### src/rtl/ad7606_ctrl_if.sv
// ============================================================================
// Module      : ad7606_ctrl_if
// Description : ADC pin bundle and sample-sink bus for the AD7606 sequencer.
// Revision    : 1.0 - initial release
// ============================================================================
`default_nettype none

interface ad7606_ctrl_if;
    logic        start_i;
    logic [2:0]  os_i;
    logic [15:0] adc_db_i;
    logic        adc_busy_i;
    logic        adc_frstdata_i;
    logic        adc_convst_o;
    logic        adc_cs_o;
    logic        adc_rd_o;
    logic        adc_reset_o;
    logic [2:0]  adc_os_o;
    logic [15:0] sample_o;
    logic [2:0]  sample_ch_o;
    logic        sample_valid_o;
    logic        sample_last_o;
    logic        busy_o;
    logic        err_o;

    modport master (
        input  start_i, os_i, adc_db_i, adc_busy_i, adc_frstdata_i,
        output adc_convst_o, adc_cs_o, adc_rd_o, adc_reset_o, adc_os_o,
               sample_o, sample_ch_o, sample_valid_o, sample_last_o,
               busy_o, err_o
    );

    modport slave (
        output start_i, os_i, adc_db_i, adc_busy_i, adc_frstdata_i,
        input  adc_convst_o, adc_cs_o, adc_rd_o, adc_reset_o, adc_os_o,
               sample_o, sample_ch_o, sample_valid_o, sample_last_o,
               busy_o, err_o
    );
endinterface

`default_nettype wire

### src/rtl/ad7606_ctrl.sv
// ============================================================================
// Module      : ad7606_ctrl
// Description : Conversion/readout sequencer for one AD7606 parallel ADC.
//               Optional FRSTDATA alignment check: AD7606_FRSTDATA_CHK_EN.
// Revision    : 1.0 - initial release
// ============================================================================
`default_nettype none

module ad7606_ctrl #(
    parameter int NUM_CH   = 8,
    parameter int CONV_LO  = 2,
    parameter int RD_LO    = 3,
    parameter int RD_HI    = 2,
    parameter int RST_CYC  = 4,
    parameter int BUSY_TMO = 1023
) (
    input  wire logic        clk_i,
    input  wire logic        reset_i,
    ad7606_ctrl_if.master    bus
);

    localparam int c_tmax_a = (BUSY_TMO > RST_CYC) ? BUSY_TMO : RST_CYC;
    localparam int c_tmax_b = (CONV_LO > RD_LO) ? CONV_LO : RD_LO;
    localparam int c_tmax_c = (c_tmax_b > RD_HI) ? c_tmax_b : RD_HI;
    localparam int c_tmax   = (c_tmax_a > c_tmax_c) ? c_tmax_a : c_tmax_c;
    localparam int CW       = $clog2(c_tmax + 1);

    localparam logic [CW-1:0] c_rst_end  = CW'(RST_CYC - 1);
    localparam logic [CW-1:0] c_conv_end = CW'(CONV_LO - 1);
    localparam logic [CW-1:0] c_rdl_end  = CW'(RD_LO - 1);
    localparam logic [CW-1:0] c_rdh_end  = CW'(RD_HI - 1);
    localparam logic [CW-1:0] c_tmo      = CW'(BUSY_TMO);
    localparam logic [CW-1:0] c_cnt_max  = {CW{1'b1}};
    localparam logic [2:0]    c_last_ch  = 3'(NUM_CH - 1);

    typedef enum logic [2:0] {
        S_ARST = 3'd0,
        S_IDLE = 3'd1,
        S_CONV = 3'd2,
        S_WBH  = 3'd3,
        S_WBL  = 3'd4,
        S_RDL  = 3'd5,
        S_RDH  = 3'd6,
        S_DONE = 3'd7
    } state_t;

    state_t      r_state;
    logic [CW-1:0] r_cnt;
    logic [2:0]  r_ch;
    logic [1:0]  r_busy_sync;
    logic        r_convst, r_cs, r_rd, r_adc_reset, r_busy, r_err;
    logic        r_valid, r_last;
    logic [2:0]  r_os, r_sample_ch;
    logic [15:0] r_sample;
    logic        w_busy_s;
    logic [CW-1:0] w_cnt_inc;

    always_ff @(posedge clk_i or posedge reset_i) begin
        if (reset_i) r_busy_sync <= 2'b00;
        else         r_busy_sync <= {r_busy_sync[0], bus.adc_busy_i};
    end
    assign w_busy_s = r_busy_sync[1];

`ifdef AD7606_FRSTDATA_CHK_EN
    logic [1:0] r_frst_sync;
    logic       w_frst_s;
    always_ff @(posedge clk_i or posedge reset_i) begin
        if (reset_i) r_frst_sync <= 2'b00;
        else         r_frst_sync <= {r_frst_sync[0], bus.adc_frstdata_i};
    end
    assign w_frst_s = r_frst_sync[1];
`endif

    // Timing counter saturates so a stuck state can never wrap into a false terminal count.
    assign w_cnt_inc = (r_cnt == c_cnt_max) ? r_cnt : r_cnt + 1'b1;

    always_ff @(posedge clk_i or posedge reset_i) begin
        if (reset_i) begin
            r_state     <= S_ARST;
            r_cnt       <= '0;
            r_ch        <= 3'd0;
            r_convst    <= 1'b1;
            r_cs        <= 1'b1;
            r_rd        <= 1'b1;
            r_adc_reset <= 1'b1;
            r_busy      <= 1'b1;
            r_err       <= 1'b0;
            r_valid     <= 1'b0;
            r_last      <= 1'b0;
            r_os        <= 3'd0;
            r_sample    <= 16'd0;
            r_sample_ch <= 3'd0;
        end else begin
            r_valid <= 1'b0;
            r_last  <= 1'b0;
            case (r_state)
                S_ARST: begin
                    if (r_cnt == c_rst_end) begin
                        r_adc_reset <= 1'b0;
                        r_busy      <= 1'b0;
                        r_cnt       <= '0;
                        r_state     <= S_IDLE;
                    end else begin
                        r_cnt <= w_cnt_inc;
                    end
                end
                S_IDLE: begin
                    if (bus.start_i) begin
                        r_err    <= 1'b0;
                        r_os     <= bus.os_i;
                        r_convst <= 1'b0;
                        r_busy   <= 1'b1;
                        r_cnt    <= '0;
                        r_state  <= S_CONV;
                    end
                end
                S_CONV: begin
                    if (r_cnt == c_conv_end) begin
                        r_convst <= 1'b1;
                        r_cnt    <= '0;
                        r_state  <= S_WBH;
                    end else begin
                        r_cnt <= w_cnt_inc;
                    end
                end
                S_WBH: begin
                    if (w_busy_s) begin
                        r_cnt   <= '0;
                        r_state <= S_WBL;
                    end else if (r_cnt == c_tmo) begin
                        r_err   <= 1'b1;
                        r_busy  <= 1'b0;
                        r_state <= S_IDLE;
                    end else begin
                        r_cnt <= w_cnt_inc;
                    end
                end
                S_WBL: begin
                    // The BUSY edge is tested first so it beats a coincident timeout.
                    if (!w_busy_s) begin
                        r_ch    <= 3'd0;
                        r_cs    <= 1'b0;
                        r_rd    <= 1'b0;
                        r_cnt   <= '0;
                        r_state <= S_RDL;
                    end else if (r_cnt == c_tmo) begin
                        r_err   <= 1'b1;
                        r_busy  <= 1'b0;
                        r_state <= S_IDLE;
                    end else begin
                        r_cnt <= w_cnt_inc;
                    end
                end
                S_RDL: begin
                    if (r_cnt == c_rdl_end) begin
                        r_sample    <= bus.adc_db_i;
                        r_sample_ch <= r_ch;
                        r_valid     <= 1'b1;
                        r_last      <= (r_ch == c_last_ch);
                        r_rd        <= 1'b1;
                        r_cnt       <= '0;
                        r_state     <= S_RDH;
`ifdef AD7606_FRSTDATA_CHK_EN
                        if (w_frst_s != (r_ch == 3'd0)) r_err <= 1'b1;
`endif
                    end else begin
                        r_cnt <= w_cnt_inc;
                    end
                end
                S_RDH: begin
                    if (r_cnt == c_rdh_end) begin
                        r_cnt <= '0;
                        if (r_ch == c_last_ch) begin
                            r_cs    <= 1'b1;
                            r_state <= S_DONE;
                        end else begin
                            r_ch    <= r_ch + 3'd1;
                            r_rd    <= 1'b0;
                            r_state <= S_RDL;
                        end
                    end else begin
                        r_cnt <= w_cnt_inc;
                    end
                end
                S_DONE: begin
                    r_busy  <= 1'b0;
                    r_state <= S_IDLE;
                end
                default: r_state <= S_IDLE;
            endcase
        end
    end

    assign bus.adc_convst_o   = r_convst;
    assign bus.adc_cs_o       = r_cs;
    assign bus.adc_rd_o       = r_rd;
    assign bus.adc_reset_o    = r_adc_reset;
    assign bus.adc_os_o       = r_os;
    assign bus.sample_o       = r_sample;
    assign bus.sample_ch_o    = r_sample_ch;
    assign bus.sample_valid_o = r_valid;
    assign bus.sample_last_o  = r_last;
    assign bus.busy_o         = r_busy;
    assign bus.err_o          = r_err;

endmodule

`default_nettype wire

### src/flat_wrapper.sv
// flat-port wrapper written by rule: the top's interface ports become plain ports
module ad7606_ctrl_flat 
#(
    parameter int NUM_CH   = 8,
    parameter int CONV_LO  = 2,
    parameter int RD_LO    = 3,
    parameter int RD_HI    = 2,
    parameter int RST_CYC  = 4,
    parameter int BUSY_TMO = 1023
)
  (clk_i, reset_i, bus_start_i, bus_os_i, bus_adc_db_i, bus_adc_busy_i, bus_adc_frstdata_i, bus_adc_convst_o, bus_adc_cs_o, bus_adc_rd_o, bus_adc_reset_o, bus_adc_os_o, bus_sample_o, bus_sample_ch_o, bus_sample_valid_o, bus_sample_last_o, bus_busy_o, bus_err_o);
  ad7606_ctrl_if bus_i ();
  input  wire logic clk_i;
  input  wire logic reset_i;
  input wire logic [$bits(bus_i.start_i)-1:0] bus_start_i;
  input wire logic [$bits(bus_i.os_i)-1:0] bus_os_i;
  input wire logic [$bits(bus_i.adc_db_i)-1:0] bus_adc_db_i;
  input wire logic [$bits(bus_i.adc_busy_i)-1:0] bus_adc_busy_i;
  input wire logic [$bits(bus_i.adc_frstdata_i)-1:0] bus_adc_frstdata_i;
  output wire logic [$bits(bus_i.adc_convst_o)-1:0] bus_adc_convst_o;
  output wire logic [$bits(bus_i.adc_cs_o)-1:0] bus_adc_cs_o;
  output wire logic [$bits(bus_i.adc_rd_o)-1:0] bus_adc_rd_o;
  output wire logic [$bits(bus_i.adc_reset_o)-1:0] bus_adc_reset_o;
  output wire logic [$bits(bus_i.adc_os_o)-1:0] bus_adc_os_o;
  output wire logic [$bits(bus_i.sample_o)-1:0] bus_sample_o;
  output wire logic [$bits(bus_i.sample_ch_o)-1:0] bus_sample_ch_o;
  output wire logic [$bits(bus_i.sample_valid_o)-1:0] bus_sample_valid_o;
  output wire logic [$bits(bus_i.sample_last_o)-1:0] bus_sample_last_o;
  output wire logic [$bits(bus_i.busy_o)-1:0] bus_busy_o;
  output wire logic [$bits(bus_i.err_o)-1:0] bus_err_o;
  assign bus_i.start_i = bus_start_i;
  assign bus_i.os_i = bus_os_i;
  assign bus_i.adc_db_i = bus_adc_db_i;
  assign bus_i.adc_busy_i = bus_adc_busy_i;
  assign bus_i.adc_frstdata_i = bus_adc_frstdata_i;
  assign bus_adc_convst_o = bus_i.adc_convst_o;
  assign bus_adc_cs_o = bus_i.adc_cs_o;
  assign bus_adc_rd_o = bus_i.adc_rd_o;
  assign bus_adc_reset_o = bus_i.adc_reset_o;
  assign bus_adc_os_o = bus_i.adc_os_o;
  assign bus_sample_o = bus_i.sample_o;
  assign bus_sample_ch_o = bus_i.sample_ch_o;
  assign bus_sample_valid_o = bus_i.sample_valid_o;
  assign bus_sample_last_o = bus_i.sample_last_o;
  assign bus_busy_o = bus_i.busy_o;
  assign bus_err_o = bus_i.err_o;
  ad7606_ctrl #(.NUM_CH(NUM_CH), .CONV_LO(CONV_LO), .RD_LO(RD_LO), .RD_HI(RD_HI), .RST_CYC(RST_CYC), .BUSY_TMO(BUSY_TMO)) u_core (.clk_i(clk_i), .reset_i(reset_i), .bus(bus_i));
endmodule
### config.mk
export PLATFORM = sky130hd
export DESIGN_NAME = ad7606_ctrl_flat
export DESIGN_NICKNAME = d
export VERILOG_FILES = /design/src/rtl/ad7606_ctrl_if.sv /design/src/rtl/ad7606_ctrl.sv /design/src/flat_wrapper.sv
export SDC_FILE = /design/constraint.sdc
export NUM_CORES = 1
export LEC_CHECK = 0
export BUFFER_PORTS_ARGS = -buffer_cell sky130_fd_sc_hd__buf_4
export CORE_AREA = 3 3 69 71
export CTS_BUF_LIST = sky130_fd_sc_hd__clkbuf_4 sky130_fd_sc_hd__clkbuf_8
export CTS_CLUSTER_SIZE = 40
export DETAILED_ROUTE_END_ITERATION = 8
export DIE_AREA = 0 0 72 74
export PLACE_DENSITY = 0.89
export SETUP_SLACK_MARGIN = 0.02
export SLEW_MARGIN = 10
export SYNTH_ARGS = -nofsm -noshare
export SYNTH_HDL_FRONTEND = slang
export SYNTH_SLANG_ARGS = --single-unit
### constraint.sdc
create_clock -name clk_i -period 3 [get_ports clk_i]
set_input_delay 0.45 -clock clk_i [delete_from_list [all_inputs] [get_ports clk_i]]
set_output_delay 0.45 -clock clk_i [all_outputs]
set_load 0.03 [all_outputs]
==> impl_metrics.tcl <==
set metrics [dict create \
    synth_edf_count 0 \
    synth_ff_type "dfrtp_1" \
    sw_frac_of_total_pct 21.5 \
    grt_pass1_vias 1839 \
    max_cap_viol_count 0 \
    cts_resized 0 \
    power.switching_w 0.000284 \
    p_clk_share_pct 42.6 \
    hold_viol 0 \
    cts_sinks 48 \
    regToRegSetupSlack_ns 0.77 \
    dieArea_um2 5330 \
    ant_nets 0 \
    syn_area_um2 2530 \
    synth-seq-cells 48 \
    final_nets 297 \
    setup_tns_ns 0 \
    drtIter0Drc 142 \
    diodes 0 \
    min_path_cells 1 \
    seqPwrFrac_pct 50.4 \
    max_freq_mhz 448 \
    post_cts_buffers 0 \
    startpoint_type "flip-flop" \
    ioPinCount 54 \
    coreArea_um2 4290 \
    tightestPinTransition_ns 0.978 \
    crit_fanout 7 \
    cts_tree "built" \
    placed_cell_area_um2 2920 \
    crit_path_max_incr_delay_ns 0.50 \
    clockRootBuffer "clkbuf_8" \
    grt_usage_pct 20.9 \
    synth.top_cell.area_share_pct 42.5 \
    synth_area_leaders "dfrtp_1 (42%), mux2_4 (11%), dfstp_2 (5.2%)" \
    drive_above_1_share_pct 36.8 \
    synth_cells 221 \
    rsz0062_at_grt "no" \
    place_hpwl_um 3620 \
    die_w_um 72 \
    timing.critical_path.from "u_core.r_cnt[0]" \
    cts_hold_buffers 0 \
    drv_slew 0 \
    htreeDepth 2 \
    grt_pass1_wl_um 8620 \
    finalWirelength_um 5300 \
    min_period_over_period_pct 74.4 \
    first_pass_iters 4 \
    clock-skew-final_ns 0.0133 \
    p_int_w 0.00104 \
    path_clk_slew_ns 0.09 \
    powerDensity_nw_per_um2 434 \
    vias 1894 \
    fin_area_um2 3050 \
    cp_data_required_time_ns 3.22 \
    rr_worst_depth 6 \
    critPathCaptureType "flip-flop" \
    start_util_pct 59.0 \
    ys_types 50 \
    gr-total-overflow 0 \
    avgSynthCellArea_um2 11.5 \
    outcome "complete, no violations" \
    yosysTopAreaCell "dfrtp_1" \
    clockBufferDepth 2 \
    async_flop_share_pct 100 \
    crit_chain "ha_1 -> nor4b_1 -> nand3b_1 -> o41ai_4 -> nand3_4 -> o311ai_2" \
    syn_to_final_growth_pct 20.6 \
    ys_warn_count 0 \
    fin_crit_ns 2.23 \
    place.gp.congestion 0.799 \
    die_y_um 74 \
    wire_per_inst_um 16.5 \
    clk_latency_ns 0.31 \
    worstHoldEndpoint "u_core.r_busy_sync[0]" \
    holdCritStartpoint "bus_adc_busy_i" \
    worstReg2RegStart "u_core.r_cnt[0]" \
    path_class "reg -> reg" \
    critPathBufInv 0 \
    cp_slowest_cell "o41ai_4" \
    cp_top_family "compound AO/OA/AOI/OAI gates" \
    min_path_type "in -> reg" \
    cts-buffers-inserted 5 \
    comb_power_share_pct 7.0 \
    viasPerCell 5.90 \
    nFillCells 315 \
    antenna_found_initial 0 \
    drc 0 \
    slew_headroom_pct 34.7 \
    grt_max_degree 49 \
    setup_violations 0 \
    port-buffer-count 52 \
    synth_fp_nets 250 \
    crit_arrival_ns 2.45 \
    ir_drop_mv 0.320 \
    power_leakage_nw 1.49 \
    seq_area_frac_synth_pct 47.7 \
    fp-row-count 24 \
    timing.rr.end "u_core.r_cnt[7]" \
]
-- worst max path at each step --
stage,depth (start not counted),endpoint
floorplan,7,u_core.r_cnt[7]
global placement,5,u_core.r_cnt[7]
detailed placement,5,u_core.r_cnt[7]
CTS,6,u_core.r_cnt[7]
global route,7,u_core.r_cnt[5]
finish,6,u_core.r_cnt[7]
-- worst register-to-register path, cell delays in order, from the launching register on --
cell	delay [ns]
dfrtp_1	0.46
ha_1	0.34
nor4b_1	0.19
nand3b_1	0.24
o41ai_4	0.50
nand3_4	0.15
o311ai_2	0.27
-- registers in the layout, summed over array words and instances (netlist names) --
signal                     count
u_core.bus.err_o               1
u_core.r_busy_sync             2
u_core.r_ch                    3
u_core.r_state                 3
u_core.bus.sample_valid_o      1
u_core.bus.adc_os_o            3
u_core.bus.sample_o           16
u_core.bus.sample_last_o       1
u_core.bus.sample_ch_o         3
u_core.bus.adc_cs_o            1
u_core.bus.busy_o              1
u_core.r_cnt                  10
u_core.bus.adc_convst_o        1
u_core.bus.adc_reset_o         1
u_core.bus.adc_rd_o            1
-- logic make-up (layout without fill, tap and decap cells) --
kind of cell	Yosys count	count (layout)	share of synthesized area (%)
buf+inv	21	69	4.59
flops	48	48	47.7
mux	24	24	13.3
simple gates	74	74	17.8
fa+ha+maj	5	5	2.47
compound gates	49	49	14.2
-- cell type report --
type	instances	area (um2)	area share, %
multi-input cells	152	1210	39.6
flip-flops and latches	48	1210	39.5
repair buffers	55	413	13.5
clock buffers	5	68.8	2.25
clock inverters	3	68.8	2.25
well taps	52	65.1	2.13
inverters	6	22.5	0.737
-- metal layers --
layer	up-vias	routed length [um]	GRT usage, %
li1	912	-	-
met4	0	90	7.10
met5	-	0	0
met2	53	2750	35.7
met1	922	2230	26.7
met3	7	237	4.59
-- synth_stat cells, types with 2 or more instances --
library cell	number
inv_1	6
mux2_4	18
o211ai_1	2
a21oi_1	14
and4_1	4
nand2_1	17
o21ai_0	4
nand2b_1	5
or3b_1	2
nand3b_1	2
nor2_1	12
dfstp_2	5
ha_1	5
a21boi_0	2
and3_1	2
a31oi_1	5
nand4_1	4
nand3_1	7
a22o_1	2
buf_2	9
dfrtp_1	43
and2_1	6
o31ai_1	2
a41oi_1	4
nor2b_1	4
nor4b_1	2
nand3_4	2
mux2_2	5
a211o_1	2
o22ai_1	2
buf_6	3
-- power by group through the flow --
stage	combinational, W	clock (W)	sequential, W
final	0.0000930	0.000565	0.000667
after global routing	0.0000993	0.000591	0.000669
after CTS	0.0000950	0.000570	0.000667
after detailed placement	0.0000947	0	0.000680
after global placement	0.0000924	0	0.000679
after floorplan	0.0000271	0	0.000700
-- cell usage in the layout (no fill, tap or decap), types with 2 or more instances in the layout --
cell / instances
a211o_1: 2
a21boi_0: 2
a21oi_1: 14
a22o_1: 2
a31oi_1: 5
a41oi_1: 4
and2_1: 6
and3_1: 2
and4_1: 4
buf_4: 55
bufinv_16: 2
clkbuf_8: 5
dfrtp_1: 43
dfstp_2: 5
ha_1: 5
inv_1: 5
mux2_2: 5
mux2_4: 18
nand2_1: 17
nand2b_1: 5
nand3_1: 7
nand3_4: 2
nand3b_1: 2
nand4_1: 4
nor2_1: 12
nor2b_1: 4
nor4b_1: 2
o211ai_1: 2
o21ai_0: 4
o22ai_1: 2
o31ai_1: 2
or3b_1: 2
-- stage by stage --
step	util (%)	worst slack (ns)	total power (W)	cells	hold WS, ns
global placement	67.9	0.822	0.000771	313	0.338
finish	71.1	0.769	0.00132	321	0.251
CTS	71.1	0.782	0.00133	321	0.245
floorplan	-	1.06	0.000727	221	0.331
detailed placement	67.9	0.796	0.000774	313	0.339
global route	71.1	0.604	0.00136	321	0.242
Power figures use the tool's default switching activity.
